### src/rtl/conv_k_addr_gen_if.sv
// Kernel-weight address bundle between the address generator and its consumer.
// Latency: none (wires only).
// Backpressure: consumer holds enable low to stall the beat in flight.
// Signals: start, enable (consumer -> generator); addr, addr_valid, busy, done
// (generator -> consumer). Extra n_loops / loop_idx exist when CONV_K_ADDR_LOOP_EN
// is defined. The master modport is the generator side.
interface conv_k_addr_gen_if #(
  parameter int ADDR_W  = 8,
  parameter int N_PORTS = 2
);
  logic                        start;
  logic                        enable;
  logic [N_PORTS*ADDR_W-1:0]   addr;
  logic                        addr_valid;
  logic                        busy;
  logic                        done;
`ifdef CONV_K_ADDR_LOOP_EN
  logic [7:0]                  n_loops;
  logic [7:0]                  loop_idx;

  modport master (input start, enable, n_loops,
                  output addr, addr_valid, busy, done, loop_idx);
  modport slave  (output start, enable, n_loops,
                  input addr, addr_valid, busy, done, loop_idx);
`else
  modport master (input start, enable,
                  output addr, addr_valid, busy, done);
  modport slave  (output start, enable,
                  input addr, addr_valid, busy, done);
`endif
endinterface

### src/rtl/conv_k_addr_gen.sv
// Kernel-weight address generator: N_PORTS lockstep streams, port i sweeping
// [i*SEG_LEN, i*SEG_LEN+SEG_LEN-1]. Latency: first beat valid the cycle after start.
// Backpressure: enable=0 holds the current beat (RUN) or freezes the wait count (WAIT).
// Ports: clk, reset (async, active-high), bus (conv_k_addr_gen_if.master):
//   start/enable in; addr (port i at [i*ADDR_W +: ADDR_W]), addr_valid, busy, done out.
// Optional feature macro CONV_K_ADDR_LOOP_EN: adds n_loops in / loop_idx out and
// repeats the sweep n_loops+1 times back-to-back. All outputs come straight from flops.
module conv_k_addr_gen #(
  parameter int ADDR_W   = 8,
  parameter int N_PORTS  = 2,
  parameter int SEG_LEN  = 75,
  parameter int WAIT_CYC = 0
) (
  input  logic               clk,
  input  logic               reset,
  conv_k_addr_gen_if.master  bus
);

  localparam int IDX_W = (SEG_LEN > 1) ? $clog2(SEG_LEN) : 1;
  localparam int WC_W  = (WAIT_CYC > 1) ? $clog2(WAIT_CYC) : 1;
  localparam logic [IDX_W-1:0] IDX_LAST = IDX_W'(SEG_LEN - 1);
  localparam longint TOP_ADDR = longint'(N_PORTS) * longint'(SEG_LEN) - 1;

  if (SEG_LEN == 0) begin : g_err_len
    $error("conv_k_addr_gen: SEG_LEN must be non-zero");
  end
  if (TOP_ADDR >= (longint'(1) << ADDR_W)) begin : g_err_ovf
    $error("conv_k_addr_gen: N_PORTS*SEG_LEN does not fit in ADDR_W bits");
  end

  // Per-port segment base addresses, also the reset value of the addr bus.
  function automatic logic [N_PORTS*ADDR_W-1:0] base_addrs();
    logic [N_PORTS*ADDR_W-1:0] v;
    v = '0;
    for (int p = 0; p < N_PORTS; p++) v[p*ADDR_W +: ADDR_W] = ADDR_W'(p * SEG_LEN);
    return v;
  endfunction
  localparam logic [N_PORTS*ADDR_W-1:0] ADDR_BASE = base_addrs();

  typedef enum logic [1:0] {S_IDLE, S_RUN, S_WAIT, S_DONE} state_t;

  state_t                    state_q, state_d;
  logic [IDX_W-1:0]          idx_q, idx_d;
  logic [WC_W-1:0]           wcnt_q, wcnt_d;
  logic [N_PORTS*ADDR_W-1:0] addr_q, addr_d;
  logic                      addr_valid_q, addr_valid_d;
  logic                      busy_q, busy_d;
  logic                      done_q, done_d;
`ifdef CONV_K_ADDR_LOOP_EN
  logic [7:0]                loop_q, loop_d;
  logic [7:0]                nloops_q, nloops_d;
`endif

  always_comb begin
    state_d = state_q;
    idx_d   = idx_q;
    wcnt_d  = wcnt_q;
`ifdef CONV_K_ADDR_LOOP_EN
    loop_d   = loop_q;
    nloops_d = nloops_q;
`endif
    unique case (state_q)
      S_IDLE, S_DONE: begin
        if (bus.start) begin
          state_d = S_RUN;
          idx_d   = '0;
`ifdef CONV_K_ADDR_LOOP_EN
          loop_d   = 8'd0;
          nloops_d = bus.n_loops;
`endif
        end
      end
      S_RUN: begin
        if (bus.enable) begin
          if (idx_q == IDX_LAST) begin
`ifdef CONV_K_ADDR_LOOP_EN
            // Pass boundary goes straight back to RUN: no wait gap, no idle cycle.
            if (loop_q != nloops_q) begin
              idx_d  = '0;
              loop_d = loop_q + 8'd1;
            end else begin
              state_d = S_DONE;
            end
`else
            state_d = S_DONE;
`endif
          end else if (WAIT_CYC == 0) begin
            idx_d = idx_q + 1'b1;
          end else begin
            state_d = S_WAIT;
            wcnt_d  = WC_W'(WAIT_CYC - 1);
          end
        end
      end
      S_WAIT: begin
        // Wait cycles only elapse while the consumer is enabled.
        if (bus.enable) begin
          if (wcnt_q == '0) begin
            state_d = S_RUN;
            idx_d   = idx_q + 1'b1;
          end else begin
            wcnt_d = wcnt_q - 1'b1;
          end
        end
      end
      default: state_d = S_IDLE;
    endcase

    // Outputs are precomputed from next state so they leave the flops directly.
    for (int p = 0; p < N_PORTS; p++)
      addr_d[p*ADDR_W +: ADDR_W] = ADDR_BASE[p*ADDR_W +: ADDR_W] + ADDR_W'(idx_d);
    addr_valid_d = (state_d == S_RUN);
    busy_d       = (state_d == S_RUN) || (state_d == S_WAIT);
    done_d       = (state_d == S_DONE);
  end

  always_ff @(posedge clk or posedge reset) begin
    if (reset) begin
      state_q      <= S_IDLE;
      idx_q        <= '0;
      wcnt_q       <= '0;
      addr_q       <= ADDR_BASE;
      addr_valid_q <= 1'b0;
      busy_q       <= 1'b0;
      done_q       <= 1'b0;
`ifdef CONV_K_ADDR_LOOP_EN
      loop_q       <= 8'd0;
      nloops_q     <= 8'd0;
`endif
    end else begin
      state_q      <= state_d;
      idx_q        <= idx_d;
      wcnt_q       <= wcnt_d;
      addr_q       <= addr_d;
      addr_valid_q <= addr_valid_d;
      busy_q       <= busy_d;
      done_q       <= done_d;
`ifdef CONV_K_ADDR_LOOP_EN
      loop_q       <= loop_d;
      nloops_q     <= nloops_d;
`endif
    end
  end

  assign bus.addr       = addr_q;
  assign bus.addr_valid = addr_valid_q;
  assign bus.busy       = busy_q;
  assign bus.done       = done_q;
`ifdef CONV_K_ADDR_LOOP_EN
  assign bus.loop_idx   = loop_q;
`endif

endmodule

### src/flat_wrapper.sv
// flat-port wrapper written by rule: the top's interface ports become plain ports
module conv_k_addr_gen_flat 
#(
  parameter int ADDR_W   = 8,
  parameter int N_PORTS  = 2,
  parameter int SEG_LEN  = 75,
  parameter int WAIT_CYC = 0
)
  (clk, reset, bus_start, bus_enable, bus_addr, bus_addr_valid, bus_busy, bus_done);
  conv_k_addr_gen_if #(.ADDR_W(ADDR_W), .N_PORTS(N_PORTS)) bus_i ();
  input  logic clk;
  input  logic reset;
  input wire logic [$bits(bus_i.start)-1:0] bus_start;
  input wire logic [$bits(bus_i.enable)-1:0] bus_enable;
  output wire logic [$bits(bus_i.addr)-1:0] bus_addr;
  output wire logic [$bits(bus_i.addr_valid)-1:0] bus_addr_valid;
  output wire logic [$bits(bus_i.busy)-1:0] bus_busy;
  output wire logic [$bits(bus_i.done)-1:0] bus_done;
  assign bus_i.start = bus_start;
  assign bus_i.enable = bus_enable;
  assign bus_addr = bus_i.addr;
  assign bus_addr_valid = bus_i.addr_valid;
  assign bus_busy = bus_i.busy;
  assign bus_done = bus_i.done;
  conv_k_addr_gen #(.ADDR_W(ADDR_W), .N_PORTS(N_PORTS), .SEG_LEN(SEG_LEN), .WAIT_CYC(WAIT_CYC)) u_core (.clk(clk), .reset(reset), .bus(bus_i));
endmodule
### config.mk
export PLATFORM = sky130hd
export DESIGN_NAME = conv_k_addr_gen_flat
export DESIGN_NICKNAME = d
export VERILOG_FILES = /design/src/rtl/conv_k_addr_gen_if.sv /design/src/rtl/conv_k_addr_gen.sv /design/src/flat_wrapper.sv
export SDC_FILE = /design/constraint.sdc
export NUM_CORES = 1
export LEC_CHECK = 0
export BUFFER_PORTS_ARGS = -buffer_cell sky130_fd_sc_hd__buf_2
export CAP_MARGIN = 5
export CORE_MARGIN = 4
export CORE_UTILIZATION = 48
export CTS_CLUSTER_DIAMETER = 120
export DETAILED_ROUTE_END_ITERATION = 8
export HOLD_SLACK_MARGIN = 0.06
export PLACE_DENSITY_LB_ADDON = 0.25
export SLEW_MARGIN = 20
export SYNTH_ARGS = -nofsm -noshare
export SYNTH_HDL_FRONTEND = slang
export SYNTH_SLANG_ARGS = --single-unit
### constraint.sdc
create_clock -name clk -period 2.45 [get_ports clk]
set_input_delay 0.1225 -clock clk [delete_from_list [all_inputs] [get_ports clk]]
set_output_delay 0.1225 -clock clk [all_outputs]
set_load 0.005 [all_outputs]
Word-level counts from Yosys, hierarchy flattened:

Index checks and enable logic that the tools add are counted.

* bits in registers: 28
* word-level logic and storage cells: 34

* add/sub/neg operators: 3
* eq/ne operators: 7
* mux-type cells: 13
* reductions and logical operators: 4

Operators with widths (number)
* $mux 7: 5
* $pmux 7 s3: 1
* $mux 2: 5
* $add 7x7->8 const A: 1
* $eq 2x2->1 const B: 4
* $add 7x1->7 const B: 1
* $eq 7x7->1 const B: 1
* $pmux 2 s3: 1
* $eq 2x1->1 const B: 2
* $logic_not 2->1: 1
* $reduce_and 2->1: 1
* $reduce_or 2->1: 1
* $logic_or 1x1->1: 1
* $mux 1: 1
* $sub 1x1->1 const B: 1

Longest topological paths before layout:

* depth after elaboration: 6
* depth in mapped cells: 10
* gate-level depth less buffers: 10

Worst setup path after synthesis:

No wires, ideal clock.

* path kind: flip-flop to flip-flop
* start: register u_core.state_q[0]
* end: register u_core.addr_q[14], in the netlist u_core.bus.addr[14]
* arrival: 2.344 ns
* setup slack: 0.018 ns
* cell stages (with the launch flop): 10
* buffers on the path: 0
* clock period less this slack: 2.432 ns
* cells stage by stage: dfrtp_1 > inv_1 > ha_1 > o21bai_1 > or4b_4 > and2_1 > ha_1 > o21bai_1 > nand3_1 > xnor2_1

* longest elaborated chain between the ends: 4

Ends and longest elaborated chain
* start: declaration: line conv_k_addr_gen.sv:42 `state_t state_q, state_d;`
* start signal: assignment: line conv_k_addr_gen.sv:131 `state_q <= state_d;`
* $eq 2x2->1 / $logic_not 2->1 (equally long branches): line conv_k_addr_gen.sv:62 `unique case (state_q)`
* $reduce_or 2->1: line conv_k_addr_gen.sv:62
* $pmux 7 s3 (*): line conv_k_addr_gen.sv:62
* $add 7x7->8 (*): line conv_k_addr_gen.sv:111 `addr_d[p*ADDR_W +: ADDR_W] = ADDR_BASE[p*ADDR_W +: ADDR_W] + ADDR_W'(idx_d);`
* net u_core.addr_d[14]: line conv_k_addr_gen.sv:45 `logic [N_PORTS*ADDR_W-1:0] addr_q, addr_d;`
* end signal: assignment: line conv_k_addr_gen.sv:134 `addr_q <= addr_d;`
* end: declaration: line conv_k_addr_gen.sv:45

The timed path passes the listed nets; every way through them passes the cells marked *.
A chain may end at the register's enable or synchronous reset.

Final worst setup path:

* start: register u_core.state_q[1]
* end: register u_core.addr_q[14], in the netlist u_core.bus.addr[14]

Same word-level chain as after synthesis.

==> impl_metrics.sql <==
INSERT INTO impl_metrics (metric_group, metric, value, unit) VALUES
('critical_path', 'timing.critical_path.arrival', '2640', 'ps'),
('hold_path', 'hp-class', 'in2reg', ''),
('floorplan', 'initial_core_util', '50.1', '%'),
('yosys', 'synth_edf_count', '0', ''),
('yosys', 'total_standard_cell_area_after_synthesis', '1100', 'um2'),
('cts', 'worstSkewPairLatency', '300', 'ps'),
('yosys', 'synth-seq-cells', '20', ''),
('timing', 'maxSlewHeadroom', '51.8', '%'),
('route', 'routed-via-count', '852', ''),
('timing', 'pins_over_their_slew_limit', '0', ''),
('hold_path', 'min_path_cells', '4', ''),
('critical_path', 'cp-end-kind', 'flop', ''),
('power', 'total_leakage_power', '0.657', 'nW'),
('cells_and_area', 'layout-drive-gt1-share', '38.3', '%'),
('floorplan', 'core_area', '2190', 'um2'),
('critical_path', 'crit-reg2reg-launch', 'u_core.state_q[1]', ''),
('yosys', 'dominant_cells_by_area_after_synthesis', 'sky130_fd_sc_hd__dfrtp_1 36%, sky130_fd_sc_hd__dfstp_2 9.6%, sky130_fd_sc_hd__ha_1 8.0%, sky130_fd_sc_hd__xnor2_1 3.2%, sky130_fd_sc_hd__inv_1 2.7%', ''),
('cts', 'clk_path_buf_depth', '2', ''),
('cells_and_area', 'area_growth', '26.4', '%'),
('yosys', 'yosysMostFrequentCell', 'sky130_fd_sc_hd__dfrtp_1', ''),
('critical_path', 'rr_endpoint', 'u_core.bus.addr[14]', ''),
('critical_path', 'reg2reg_depth', '9', ''),
('placement', 'port-buffer-count', '21', ''),
('critical_path', 'start_kind', 'flop', ''),
('critical_path', 'crit_path_top_delay_cell', 'sky130_fd_sc_hd__or4b_4', ''),
('global_route', 'first_pass_grt_wire_length', '3890', 'um'),
('route', 'avgRoutedWirePerCell', '14.4', 'um'),
('yosys', 'muxShareOfSynthArea', '0.911', '%'),
('cts', 'clk_transition_reported_paths', '110', 'ps'),
('yosys', 'synth_top_family_by_area', 'simple AND/OR/NAND/NOR gates', ''),
('global_route', 'grt.total_usage', '15.7', '%'),
('yosys', 'synth-simple-area-share', '17.9', '%'),
('cells_and_area', 'diodes', '0', ''),
('placement', 'dp_hpwl', '1660', 'um'),
('floorplan', 'top_level_ports', '23', ''),
('route', 'post_drt_via_cell_ratio', '5.29', ''),
('floorplan', 'die_area', '3120', 'um2'),
('global_route', 'gr-total-overflow', '0', ''),
('yosys', 'synth-compound-area-share', '17.5', '%'),
('placement', 'dpl-instance-area', '1260', 'um2'),
('critical_path', 'timing.critical_path.fanout_max', '5', ''),
('yosys', 'synth_top_flop_cell', 'sky130_fd_sc_hd__dfrtp_1', ''),
('cts', 'htree_num_levels', '1', ''),
('yosys', 'async_reset_ff_share', '100', '%'),
('cts', 'tritoncts', 'yes', ''),
('timing', 'highest_achievable_clock_rate', '0.417', 'GHz'),
('timing', 'timing_hold_violations_final', '0', ''),
('critical_path', 'slowest_delay', '560', 'ps'),
('floorplan', 'chipWidth', '55.8', 'um'),
('cells_and_area', 'final_area', '1390', 'um2'),
('route', 'first_iter_violations', '11', ''),
('route', 'dr.pass1.iters', '4', ''),
('global_route', 'grt_max_degree', '21', ''),
('yosys', 'synth-adder-area-share', '7.97', '%'),
('timing', 'totalNegativeSetupSlack', '0', 'ps'),
('placement', 'dp.cells', '152', ''),
('critical_path', 'path_cells', 'inv_1, ha_1, o21bai_4, or4b_4, and2_4, ha_2, o21bai_1, nand3_1, xnor2_1', ''),
('global_route', 'grt_pass1_vias', '833', ''),
('yosys', 'synth_xor_area_share', '4.78', '%'),
('timing', 'tightestPinTransition', '722', 'ps'),
('yosys', 'synthesis.nets', '112', ''),
('cells_and_area', 'final_cell_count_no_fill', '161', ''),
('route', 'drtAntennaViolNets', '0', ''),
('status', 'status', 'complete, no violations', ''),
('cts', 'tritoncts_num_sinks', '20', ''),
('floorplan', 'die_h', '55.8', 'um'),
('cells_and_area', 'fin_nets', '145', ''),
('timing', 'timing.final.crit_share', '97.8', '%'),
('timing', 'clock-skew-final', '7.64', 'ps'),
('cts', 'numCtsBuffers', '3', ''),
('power', 'cellPowerDensity', '1010', 'nW/um2');
-- where the power goes --
group / leakage [nW] / internal [mW] / switching, mW / total, mW
sequential: 0.240 / 0.436 / 0.0642 / 0.500
combinational: 0.389 / 0.317 / 0.322 / 0.640
clock: 0.0279 / 0.166 / 0.100 / 0.266
-- metrics by stage --
stage | hold WS (ps) | setup slack (ps) | total power, mW | utilization, %
CTS | 305 | 36.1 | 1.36 | 60.5
floorplan | 83.4 | 18.3 | 0.866 | -
global route | 314 | -58.9 | 1.51 | 63.4
finish | 291 | 53.7 | 1.41 | 63.4
global placement | 267 | 117 | 1.04 | 57.3
detailed placement | 278 | 13.7 | 1.05 | 57.3
-- what timing repair did --
item,4_1_cts,5_1_grt
resized for setup,0,8
pin swaps,1,3
buffers inserted,1,3
endpoints found under the setup margin,1,2
hold buffers,1,0
cloned,0,0
endpoints found under the hold margin,16,0
-- final cells by class --
cell class	count	area, um2
Fill cell	179	802
Multi-Input combinational cell	69	583
Sequential cell	20	505
Timing Repair Buffer	30	175
Inverter	10	37.5
Tap cell	28	35.0
Clock inverter	1	30.0
Clock buffer	3	22.5
-- state kept, by name, summed over array words and instances, names as in the netlist --
register / count
u_core.idx_q: 6
u_core.bus.addr: 9
u_core.bus.busy: 1
u_core.bus.addr_valid: 1
u_core.state_q: 2
u_core.bus.done: 1
-- kinds of logic (layout without fill, tap and decap cells) --
| logic type | after synthesis | count (layout) |
|---|---|---|
| muxes | 1 | 1 |
| and+or+nand+nor | 30 | 30 |
| adders and majority gates | 7 | 7 |
| DFF | 20 | 20 |
| other | 1 | 1 |
| AOI/OAI and AO/OA | 24 | 24 |
| buffers and inverters | 12 | 44 |
| xor gates and xnor gates | 6 | 6 |
-- placed cells by master (no fill, tap or decap), drive strengths merged, types with 3 or more instances in the layout --
cell type / n
nand3: 3
clkbuf: 3
inv: 10
dfrtp: 16
ha: 7
nand2: 5
o21ai: 6
nor2: 6
buf: 29
xnor2: 4
nand2b: 4
dfstp: 4
a22oi: 3
a21oi: 4
-- how the worst min path moves through the flow --
stage	startpoint	to	slack, ps
after floorplan	reset	u_core.bus.addr[10]	80
after global placement	reset	u_core.bus.busy	270
after detailed placement	reset	u_core.idx_q[0]	280
after CTS	bus_start	u_core.bus.addr[8]	300
after global routing	bus_start	u_core.bus.addr[8]	310
final	bus_start	u_core.bus.addr[8]	290
-- metal layers --
layer  share of wire, %  vias to the layer above  track usage [%]
li1                   -                      420                -
met1                 45                      409             21.3
met2                 49                       19             23.8
met3                3.8                        4             3.02
met4                2.0                        0             8.14
met5                  0                        -                0
-- worst max-delay path, delay by kind of cell (launching register included) --
kind            cells  cell delay [ps]
compound gates      2              270
xor+xnor            1              170
fa+ha+maj           2              460
buf+inv             1              100
flops               1              460
simple gates        3              870
(Power assumes the default switching activity.)
